==> src/rtl/game_pkg.sv <==
// game_pkg: game sequencer state encoding and default sizing shared with alien/missile controllers
package game_pkg;
  typedef enum logic [2:0] {ATTRACT, PLAY, HIT, WON, LOST} game_state_t;
  localparam int NUM_ALIENS_D       = 16;
  localparam int START_LIVES_D      = 3;
  localparam int HIT_PAUSE_FRAMES_D = 60;
  localparam int END_HOLD_FRAMES_D  = 180;
endpackage

==> src/rtl/game_state_controller_edge_pulse.sv <==
// edge_pulse: 2-flop synchronizer plus rising-edge detect giving a 1-Clk pulse
module edge_pulse (
  input  logic Clk,
  input  logic Reset,
  input  logic d,
  output logic pulse
);
  logic [1:0] sync;
  logic       prev;
  always_ff @(posedge Clk) begin
    if (Reset) begin
      sync <= 2'b00;
      prev <= 1'b0;
    end else begin
      sync <= {sync[0], d};
      prev <= sync[1];
    end
  end
  assign pulse = sync[1] & ~prev;
endmodule

==> src/rtl/game_state_controller.sv <==
// game_state_controller: attract/play/hit/won/lost sequencer with score, lives and freeze control
// Optional player blink during HIT enabled by defining GAME_PLAYER_BLINK_EN.
import game_pkg::*;
module game_state_controller #(
  parameter int NUM_ALIENS       = NUM_ALIENS_D,
  parameter int START_LIVES      = START_LIVES_D,
  parameter int HIT_PAUSE_FRAMES = HIT_PAUSE_FRAMES_D,
  parameter int END_HOLD_FRAMES  = END_HOLD_FRAMES_D
) (
  input  logic       Clk,
  input  logic       Reset,
  input  logic       frame_clk,
  input  logic       start_key,
  input  logic       alien_hit,
  input  logic       player_hit,
  input  logic       aliens_landed,
  output logic       game_active,
  output logic       freeze,
  output logic       end_game_won,
  output logic       end_game_lost,
  output logic [7:0] score,
  output logic [1:0] lives,
  output logic       player_blink
);
  localparam int AW = $clog2(NUM_ALIENS + 1);
  game_state_t state, n_state;
  logic [AW-1:0] aliens_left, n_aliens;
  logic [7:0] fcnt, n_fcnt, n_score;
  logic [1:0] n_lives;
  logic frame_tick, start_press, win;
  edge_pulse u_frame (.Clk(Clk), .Reset(Reset), .d(frame_clk), .pulse(frame_tick));
  edge_pulse u_start (.Clk(Clk), .Reset(Reset), .d(start_key), .pulse(start_press));
  assign win = alien_hit && aliens_left == AW'(1);
  always_comb begin
    n_state  = state;
    n_score  = score;
    n_lives  = lives;
    n_aliens = aliens_left;
    n_fcnt   = fcnt;
    case (state)
      ATTRACT: if (start_press) begin
        n_state  = PLAY;
        n_score  = 8'd0;
        n_lives  = 2'(START_LIVES);
        n_aliens = AW'(NUM_ALIENS);
        n_fcnt   = 8'd0;
      end
      PLAY: begin
        if (alien_hit) begin
          n_aliens = aliens_left - AW'(1);
          n_score  = score == 8'hff ? score : score + 8'd1;
        end
        // a wave-clearing hit beats any simultaneous loss
        if (win) begin
          n_state = WON;
          n_fcnt  = 8'd0;
        end else if (aliens_landed) begin
          n_state = LOST;
          n_lives = 2'd0;
          n_fcnt  = 8'd0;
        end else if (player_hit) begin
          n_lives = lives - 2'd1;
          n_state = lives == 2'd1 ? LOST : HIT;
          n_fcnt  = 8'd0;
        end
      end
      HIT: if (frame_tick) begin
        n_state = fcnt == 8'(HIT_PAUSE_FRAMES - 1) ? PLAY : HIT;
        n_fcnt  = fcnt == 8'(HIT_PAUSE_FRAMES - 1) ? 8'd0 : fcnt + 8'd1;
      end
      default: begin
        n_fcnt  = (frame_tick && fcnt < 8'(END_HOLD_FRAMES)) ? fcnt + 8'd1 : fcnt;
        n_state = (start_press && fcnt >= 8'(END_HOLD_FRAMES)) ? ATTRACT : state;
      end
    endcase
  end
  always_ff @(posedge Clk) begin
    if (Reset) begin
      state         <= ATTRACT;
      score         <= 8'd0;
      lives         <= 2'(START_LIVES);
      aliens_left   <= AW'(NUM_ALIENS);
      fcnt          <= 8'd0;
      game_active   <= 1'b0;
      freeze        <= 1'b1;
      end_game_won  <= 1'b0;
      end_game_lost <= 1'b0;
    end else begin
      state         <= n_state;
      score         <= n_score;
      lives         <= n_lives;
      aliens_left   <= n_aliens;
      fcnt          <= n_fcnt;
      game_active   <= n_state == PLAY;
      freeze        <= n_state != PLAY;
      end_game_won  <= n_state == WON;
      end_game_lost <= n_state == LOST;
    end
  end
`ifdef GAME_PLAYER_BLINK_EN
  always_ff @(posedge Clk) begin
    if (Reset) player_blink <= 1'b0;
    else player_blink <= n_state != HIT ? 1'b0 :
                         state != HIT ? 1'b1 :
                         (frame_tick && fcnt[2:0] == 3'd7) ? ~player_blink : player_blink;
  end
`else
  assign player_blink = 1'b0;
`endif
endmodule

==> config.mk <==
export PLATFORM = sky130hd
export DESIGN_NAME = game_state_controller
export DESIGN_NICKNAME = d
export VERILOG_FILES = /design/src/rtl/game_pkg.sv /design/src/rtl/game_state_controller_edge_pulse.sv /design/src/rtl/game_state_controller.sv
export SDC_FILE = /design/constraint.sdc
export NUM_CORES = 1
export LEC_CHECK = 0
export BUFFER_PORTS_ARGS = -buffer_cell sky130_fd_sc_hd__buf_4
export CAP_MARGIN = 20
export CORE_MARGIN = 2
export CORE_UTILIZATION = 50
export CTS_CLUSTER_SIZE = 16
export DETAILED_ROUTE_END_ITERATION = 6
export HOLD_SLACK_MARGIN = 0.15
export PLACE_DENSITY = 0.72
export SYNTH_ARGS = -nofsm -noshare
export SYNTH_HDL_FRONTEND = slang
export SYNTH_HIERARCHICAL = 1
export SYNTH_SLANG_ARGS = --single-unit
export TNS_END_PERCENT = 100
==> constraint.sdc <==
create_clock -name Clk -period 3.5 [get_ports Clk]
set_clock_uncertainty 0.1 [all_clocks]
set_input_delay 0.35 -clock Clk [delete_from_list [all_inputs] [get_ports Clk]]
set_output_delay 0.35 -clock Clk [all_outputs]
set_load 0.02 [all_outputs]
==> flow_summary_export.csv, run 1 <==
group,metric,value,unit
worst_setup_path,critical_path_arrival,2360,ps
floorplanning,rows,21,
route,routed-wl-met3,100,um
global_routing,grt_overflow_total,0,
placement,gp_congestion,0.829,
sta,rsz0062_at_grt,"no",
clocking,clk_pin_slew,110,ps
placement,io_buffers,20,
route,wl_met2,1510,um
route,vias,1455,
global_routing,first_global_vias,1291,
finish,final_util,0.600,
outcome,outcome,"finished, final reports clean",
yosys,netlist_top_cells_area,"dfxtp_1 41%, nor2_1 6.4%, xnor2_1 5.9%",
placement,dp_slack,1380,ps
route,post_drt_wl_per_cell,12.3,um
finish,n_antenna_cell,0,
yosys,syn-cell-area,0.00177,sq mm
finish,fin_nets,242,
floorplanning,die_x,63.4,um
sta,setup_tns,0,ps
clocking,cts_setup_buffers,0,
placement,dp.final_hpwl,2450,um
route,wl,3390,um
worst_setup_path,startpoint,"u_start/sync[1]$_SDFF_PP0_",
yosys,yosysTopAreaCell,"dfxtp_1",
yosys,synth_top_area_frac,0.408,
floorplanning,die_y,63.4,um
sta,slew_headroom,0.425,
clocking,cts_buffers,5,
sta,setup_viol,0,
worst_setup_path,crit_fanout,10,
worst_setup_path,criticalPathCategory,"register to register",
worst_setup_path,r2r_slack,1320,ps
worst_setup_path,endpoint,"fcnt[5]$_SDFFE_PP0P_",
route,drt_iter0_drc,40,
power_and_ir_drop,power_leakage,0.754,nW
worst_setup_path,r2r-end,"fcnt[5]$_SDFFE_PP0P_",
worst_setup_path,crit_chain,"nor2b_2 > nor2b_1 > a2111oi_1 > or3_1 > o21ai_0 > a21oi_1",
sta,min_period,2180,ps
worst_setup_path,reg2reg_depth,6,
sta,slew_violations,0,
clocking,cts_sinks,36,
global_routing,grt_max_degree,21,
floorplanning,fp.coreArea,0.00336,sq mm
yosys,synthCells,208,
clocking,insertion_delay,340,ps
sta,whs,234,ps
yosys,synth_edf_count,0,
route,top_layer,"met4",
yosys,yosysSeqAreaShare,0.408,
route,ant_nets,0,
worst_setup_path,critPathLaunchType,"register",
yosys,syn_nets,221,
worst_setup_path,crit_cells,6,
floorplanning,die-area,0.00402,sq mm
clocking,clockBufferDepth,2,
yosys,ys.flop_type,"dfxtp_1",
finish,fillers,359,
worst_setup_path,worstReg2RegStart,"u_start/sync[1]$_SDFF_PP0_",
clocking,cts_root_buffer,"clkbuf_4",
global_routing,antenna_found_initial,0,
worst_setup_path,slowest_delay,790,ps
sta,max_freq,458,MHz
yosys,synth.avg_cell_area,8.49,sq um
global_routing,grt_use_total,0.183,
worst_setup_path,cp_top_family,"compound AO/OA/AOI/OAI gates",
worst_setup_path,crit_slowest_cell,"a2111oi_1",
worst_setup_path,required,3680,ps
worst_setup_path,cp_num_buf_inv,0,
flow_run,cap_violations,0,
finish,syn_to_final_growth,14.3,%
global_routing,grt_pass1_wl,5850,um
clocking,cts_max_level,2,
worst_setup_path,endpoint_kind,"register",
clocking,cts_hold_buffers,2,
power_and_ir_drop,power_density,366,mW/mm^2
sta,timing.final.ws_setup,1320,ps
yosys,synth_cell_type_count,48,
route,via_per_inst,5.27,
clocking,cts_tree,"built",
sta,finalHoldViolations,0,
floorplanning,ios,22,
yosys,ys_warn_count,6,
route,drc,0,
finish,drive_gt1_frac,0.152,
clocking,cts_resized,0,
worst_hold_path,hp-class,"input pin to register",
yosys,synth_async_sr_flop_share,0,
sta,tightest_slew,860,ps
power_and_ir_drop,ir_worst_vdd,0.313,mV
floorplanning,initial_utilization,0.525,
route,drt-met1-wl,1750,um
sta,post-route-period-util,0.623,
route,dr.pass1.iters,4,
yosys,synth-seq-cells,36,
==> state kept, by name (all words and copies together) (netlist names) <==
name and count:
score 8, u_start/prev 1, fcnt 8, u_frame/sync 2, freeze 1, u_frame/prev 1
end_game_lost 1, aliens_left 5, end_game_won 1, lives 2, game_active 1, u_start/sync 2
state 3
==> report_power, final <==
part | internal, W | switching (W) | leakage, nW | total (W)
sequential | 0.000420 | 0.00000977 | 0.292 | 0.000430
clock | 0.0000956 | 0.000137 | 0.0380 | 0.000232
combinational | 0.0000330 | 0.0000442 | 0.424 | 0.0000772
==> cells by family (layout without fill, tap and decap cells) <==
| logic type | count (synthesis) | after routing | share of synthesized area |
|---|---|---|---|
| DFF | 36 | 36 | 0.408 |
| xor gates and xnor gates | 13 | 13 | 0.0644 |
| adders and majority gates | 6 | 6 | 0.0425 |
| and+or+nand+nor | 98 | 98 | 0.312 |
| other | 1 | 1 | 0.00212 |
| buffers and inverters | 18 | 40 | 0.0418 |
| AOI/OAI and AO/OA | 36 | 36 | 0.130 |
==> how the worst min path moves through the flow <==
stage | from | to | depth (start not counted)
2_1_floorplan | u_frame/sync[0]$_SDFF_PP0_ | u_frame/sync[1]$_SDFF_PP0_ | 1
3_3_place_gp | u_frame/sync[0]$_SDFF_PP0_ | u_frame/sync[1]$_SDFF_PP0_ | 1
3_5_place_dp | u_frame/sync[0]$_SDFF_PP0_ | u_frame/sync[1]$_SDFF_PP0_ | 1
4_1_cts | Reset | u_frame/sync[1]$_SDFF_PP0_ | 2
5_1_grt | Reset | u_frame/prev$_SDFF_PP0_ | 2
6_report | Reset | fcnt[3]$_SDFFE_PP0P_ | 2
==> cell usage after synthesis, types with 2 or more instances <==
cell type	n
dfxtp_1	36
nor2_1	30
a21oi_1	13
xnor2_1	12
inv_1	10
nand2_1	10
nor2b_1	9
nand3_1	7
ha_1	6
nor4_1	6
or3_1	6
o21ai_0	5
clkbuf_1	4
a21o_1	3
nand2b_1	3
nand4_1	3
nor3_1	3
nor4b_1	3
o21ai_1	3
a211o_1	2
a31oi_1	2
and2_1	2
and3_1	2
buf_2	2
nor2b_2	2
or4_1	2
==> per-stage QoR <==
stage               area, sq um  instances  total power (W)
finish                     2020        276         0.000739
global route               2020        276         0.000772
CTS                        2020        276         0.000748
detailed placement         1940        266         0.000515
global placement           1940        266         0.000514
floorplan                  1770        208         0.000494
==> layout make-up <==
type | count | area (sq um) | area share
Sequential cell | 36 | 721 | 0.357
Clock buffer | 6 | 51.3 | 0.0254
Tap cell | 46 | 57.6 | 0.0285
Timing Repair Buffer | 22 | 170 | 0.0843
Clock inverter | 2 | 10.0 | 0.00496
Inverter | 10 | 37.5 | 0.0186
Multi-Input combinational cell | 154 | 972 | 0.481
==> routing by layer <==
layer	up-vias	track usage
met5	-	0
met4	0	0.0652
met3	4	0.0482
met2	20	0.271
met1	668	0.254
li1	763	-
==> placed cells by master, fill, tap and decap left out, types with 3 or more instances in the layout <==
cell / count
a21o_1: 3
a21oi_1: 13
buf_4: 20
clkbuf_4: 5
dfxtp_1: 36
ha_1: 6
inv_1: 10
nand2_1: 10
nand2b_1: 3
nand3_1: 7
nand4_1: 3
nor2_1: 30
nor2b_1: 9
nor3_1: 3
nor4_1: 6
nor4b_1: 3
o21ai_0: 5
o21ai_1: 3
or3_1: 6
xnor2_1: 12
Note: power is estimated with default switching activity, not from simulation.
==> inputs of run 2 (changes only) <==
--- a/config.mk
+++ b/config.mk
@@ -12,7 +12,7 @@
 export CTS_CLUSTER_SIZE = 16
 export DETAILED_ROUTE_END_ITERATION = 6
 export HOLD_SLACK_MARGIN = 0.15
-export PLACE_DENSITY = 0.72
+export PLACE_DENSITY = 0.75
 export SYNTH_ARGS = -nofsm -noshare
 export SYNTH_HDL_FRONTEND = slang
 export SYNTH_HIERARCHICAL = 1
==> constraint.sdc (replaced) <==
create_clock -name Clk -period 1.8 [get_ports Clk]
set_clock_uncertainty 0.1 [all_clocks]
set_input_delay 0.18 -clock Clk [delete_from_list [all_inputs] [get_ports Clk]]
set_output_delay 0.18 -clock Clk [all_outputs]
set_load 0.02 [all_outputs]
==> run 2 against run 1 <==
Compared with the run above: the run now ends with setup timing left; flip-flop and latch count stayed put; sequential power increased by 95%; die area unchanged; fmax up 14%; non-clock buffer count is 40 higher; critical path depth unchanged; via count grew 21%; global-route usage up 4.4 points; largest power group unchanged; highest routed layer unchanged.
==> flow_summary_export.csv, run 2 (synthesis results as in run 1) <==
group,metric,value,unit
sta,whs,181,ps
finish,drive_gt1_frac,0.417,
power_and_ir_drop,power_leakage,1.01,nW
clocking,cts_buffers,5,
worst_setup_path,critical_path_arrival,2060,ps
global_routing,grt_max_degree,21,
sta,slew_violations,0,
worst_setup_path,endpoint_kind,"register",
power_and_ir_drop,power_density,635,mW/mm^2
finish,top_regs,"fcnt (8), score (8), aliens_left (5)",
worst_setup_path,crit_fanout,4,
route,vias,1759,
clocking,clockBufferDepth,2,
global_routing,grt_pass1_wl,7140,um
floorplanning,initial_utilization,0.525,
worst_setup_path,crit_slowest_cell,"or4_4",
sta,timing.final.ws_setup,-108,ps
worst_hold_path,hp-class,"input pin to register",
floorplanning,die_y,63.4,um
global_routing,first_global_vias,1649,
sta,setup_viol,13,
global_routing,antenna_found_initial,0,
route,ant_nets,0,
route,via_per_inst,5.55,
finish,n_antenna_cell,0,
sta,post-route-period-util,1.06,
route,drc,0,
floorplanning,die_x,63.4,um
sta,setup_tns,-374,ps
clocking,cts_max_level,2,
route,wl,4770,um
placement,io_buffers,20,
outcome,violations,"setup timing",
clocking,cts_sinks,36,
finish,final_cell_mix,"57 x buf_4, 30 x nor2_1, 28 x dfxtp_1",
finish,final_cells,317,
placement,dp.final_hpwl,2840,um
finish,syn_to_final_growth,47.7,%
outcome,outcome,"complete, but fails checks",
sta,rsz0062_at_grt,"yes",
placement,gp_congestion,0.878,
floorplanning,fp.coreArea,0.00336,sq mm
route,post_drt_wl_per_cell,15.0,um
worst_setup_path,crit_chain,"or4_4 > o31ai_1 > buf_4 > nor2_1 > o21ai_1 > a21oi_2",
power_and_ir_drop,ir_worst_vdd,0.544,mV
flow_run,cap_violations,0,
floorplanning,die-area,0.00402,sq mm
sta,min_period,1910,ps
sta,finalHoldViolations,0,
worst_setup_path,required,1950,ps
floorplanning,rows,21,
placement,dp_cells,300,
worst_setup_path,critPathLaunchType,"register",
floorplanning,ios,22,
global_routing,grt_overflow_total,0,
clocking,clk_pin_slew,120,ps
route,drt_iter0_drc,173,
global_routing,grt_use_total,0.226,
sta,max_freq,524,MHz
worst_setup_path,criticalPathCategory,"register to register",
route,dr.pass1.iters,4,
clocking,cts_tree,"built",
clocking,cts_root_buffer,"clkbuf_4",
finish,fin_nets,283,
finish,final_common_cell,"buf_4",
worst_setup_path,slowest_delay,560,ps
clocking,insertion_delay,360,ps
[run 2: cell count changes in the layout (fill, tap and decap cells not counted), moves of 4 or more]
cell,delta
buf_4,+37
dfxtp_1,-8
dfxtp_2,+7
nor4_1,-6
nor4_2,+4
o21ai_0,-4
or3_1,-4
or3_4,+4
[run 2: worst paths after layout]
kind | startpoint | end | slack (ps) | depth (start not counted)
hold reg to reg | u_frame/sync[0]$_SDFF_PP0_ | u_frame/sync[1]$_SDFF_PP0_ | 360 | 1
setup reg to reg | fcnt[7]$_SDFFE_PP0P_ | fcnt[3]$_SDFFE_PP0P_ | -110 | 6
hold / removal | aliens_landed | lives[0]$_SDFFE_PP1P_ | 180 | 5
setup / recovery | fcnt[7]$_SDFFE_PP0P_ | fcnt[3]$_SDFFE_PP0P_ | -110 | 6
[run 2: what timing repair did]
action / 4_1_cts / 5_1_grt
resized for setup: 20 / 31
endpoints found under the setup margin: 18 / 25
hold buffers: 5 / 0
buffers inserted: 2 / 2
hold endpoints to repair: 19 / 0
pin swaps: 7 / 7
gates cloned: 1 / 0
[run 2: where the power goes]
part / internal [W] / switching [W] / total [W]
sequential: 0.000818 / 0.0000194 / 0.000837
clock: 0.000289 / 0.000288 / 0.000578
combinational: 0.000120 / 0.000124 / 0.000244
total: 0.00123 / 0.000431 / 0.00166
[run 2: area by class of cell]
type | instances | area, sq um
well taps | 46 | 57.6
clock inverters | 3 | 42.5
repair buffers | 62 | 478
inverters | 10 | 37.5
flip-flops and latches | 36 | 733
fillers | 241 | 753
clock buffers | 5 | 37.5
multi-input cells | 155 | 1220
[run 2: layer usage]
metal  global-route usage  share of wire  vias to the layer above  routed length (um)
met5                    0              0                        -                   0
met4               0.0978          0.021                        0                 101
met3               0.0643          0.046                       12                 220
met2                0.387           0.53                       58                2520
met1                0.262           0.40                      840                1920
li1                     -              -                      849                   -
[run 2: per-stage QoR]
stage	setup slack (ps)	power, W	utilization	cell area [sq um]
after global routing	-162	0.00172	0.776	2610
after global placement	-69.1	0.00104	0.657	2210
after floorplan	15.1	0.000966	-	1790
final	-108	0.00166	0.776	2610
after CTS	-75.7	0.00163	0.723	2430
after detailed placement	-123	0.00105	0.657	2210
[run 2: critical path, delay by kind of cell, from the launching register on]
family	cells	cell delay, ps
flip-flops	1	360
buffers and inverters	1	200
AND/OR/NAND/NOR	2	610
AO/OA/AOI/OAI	3	530
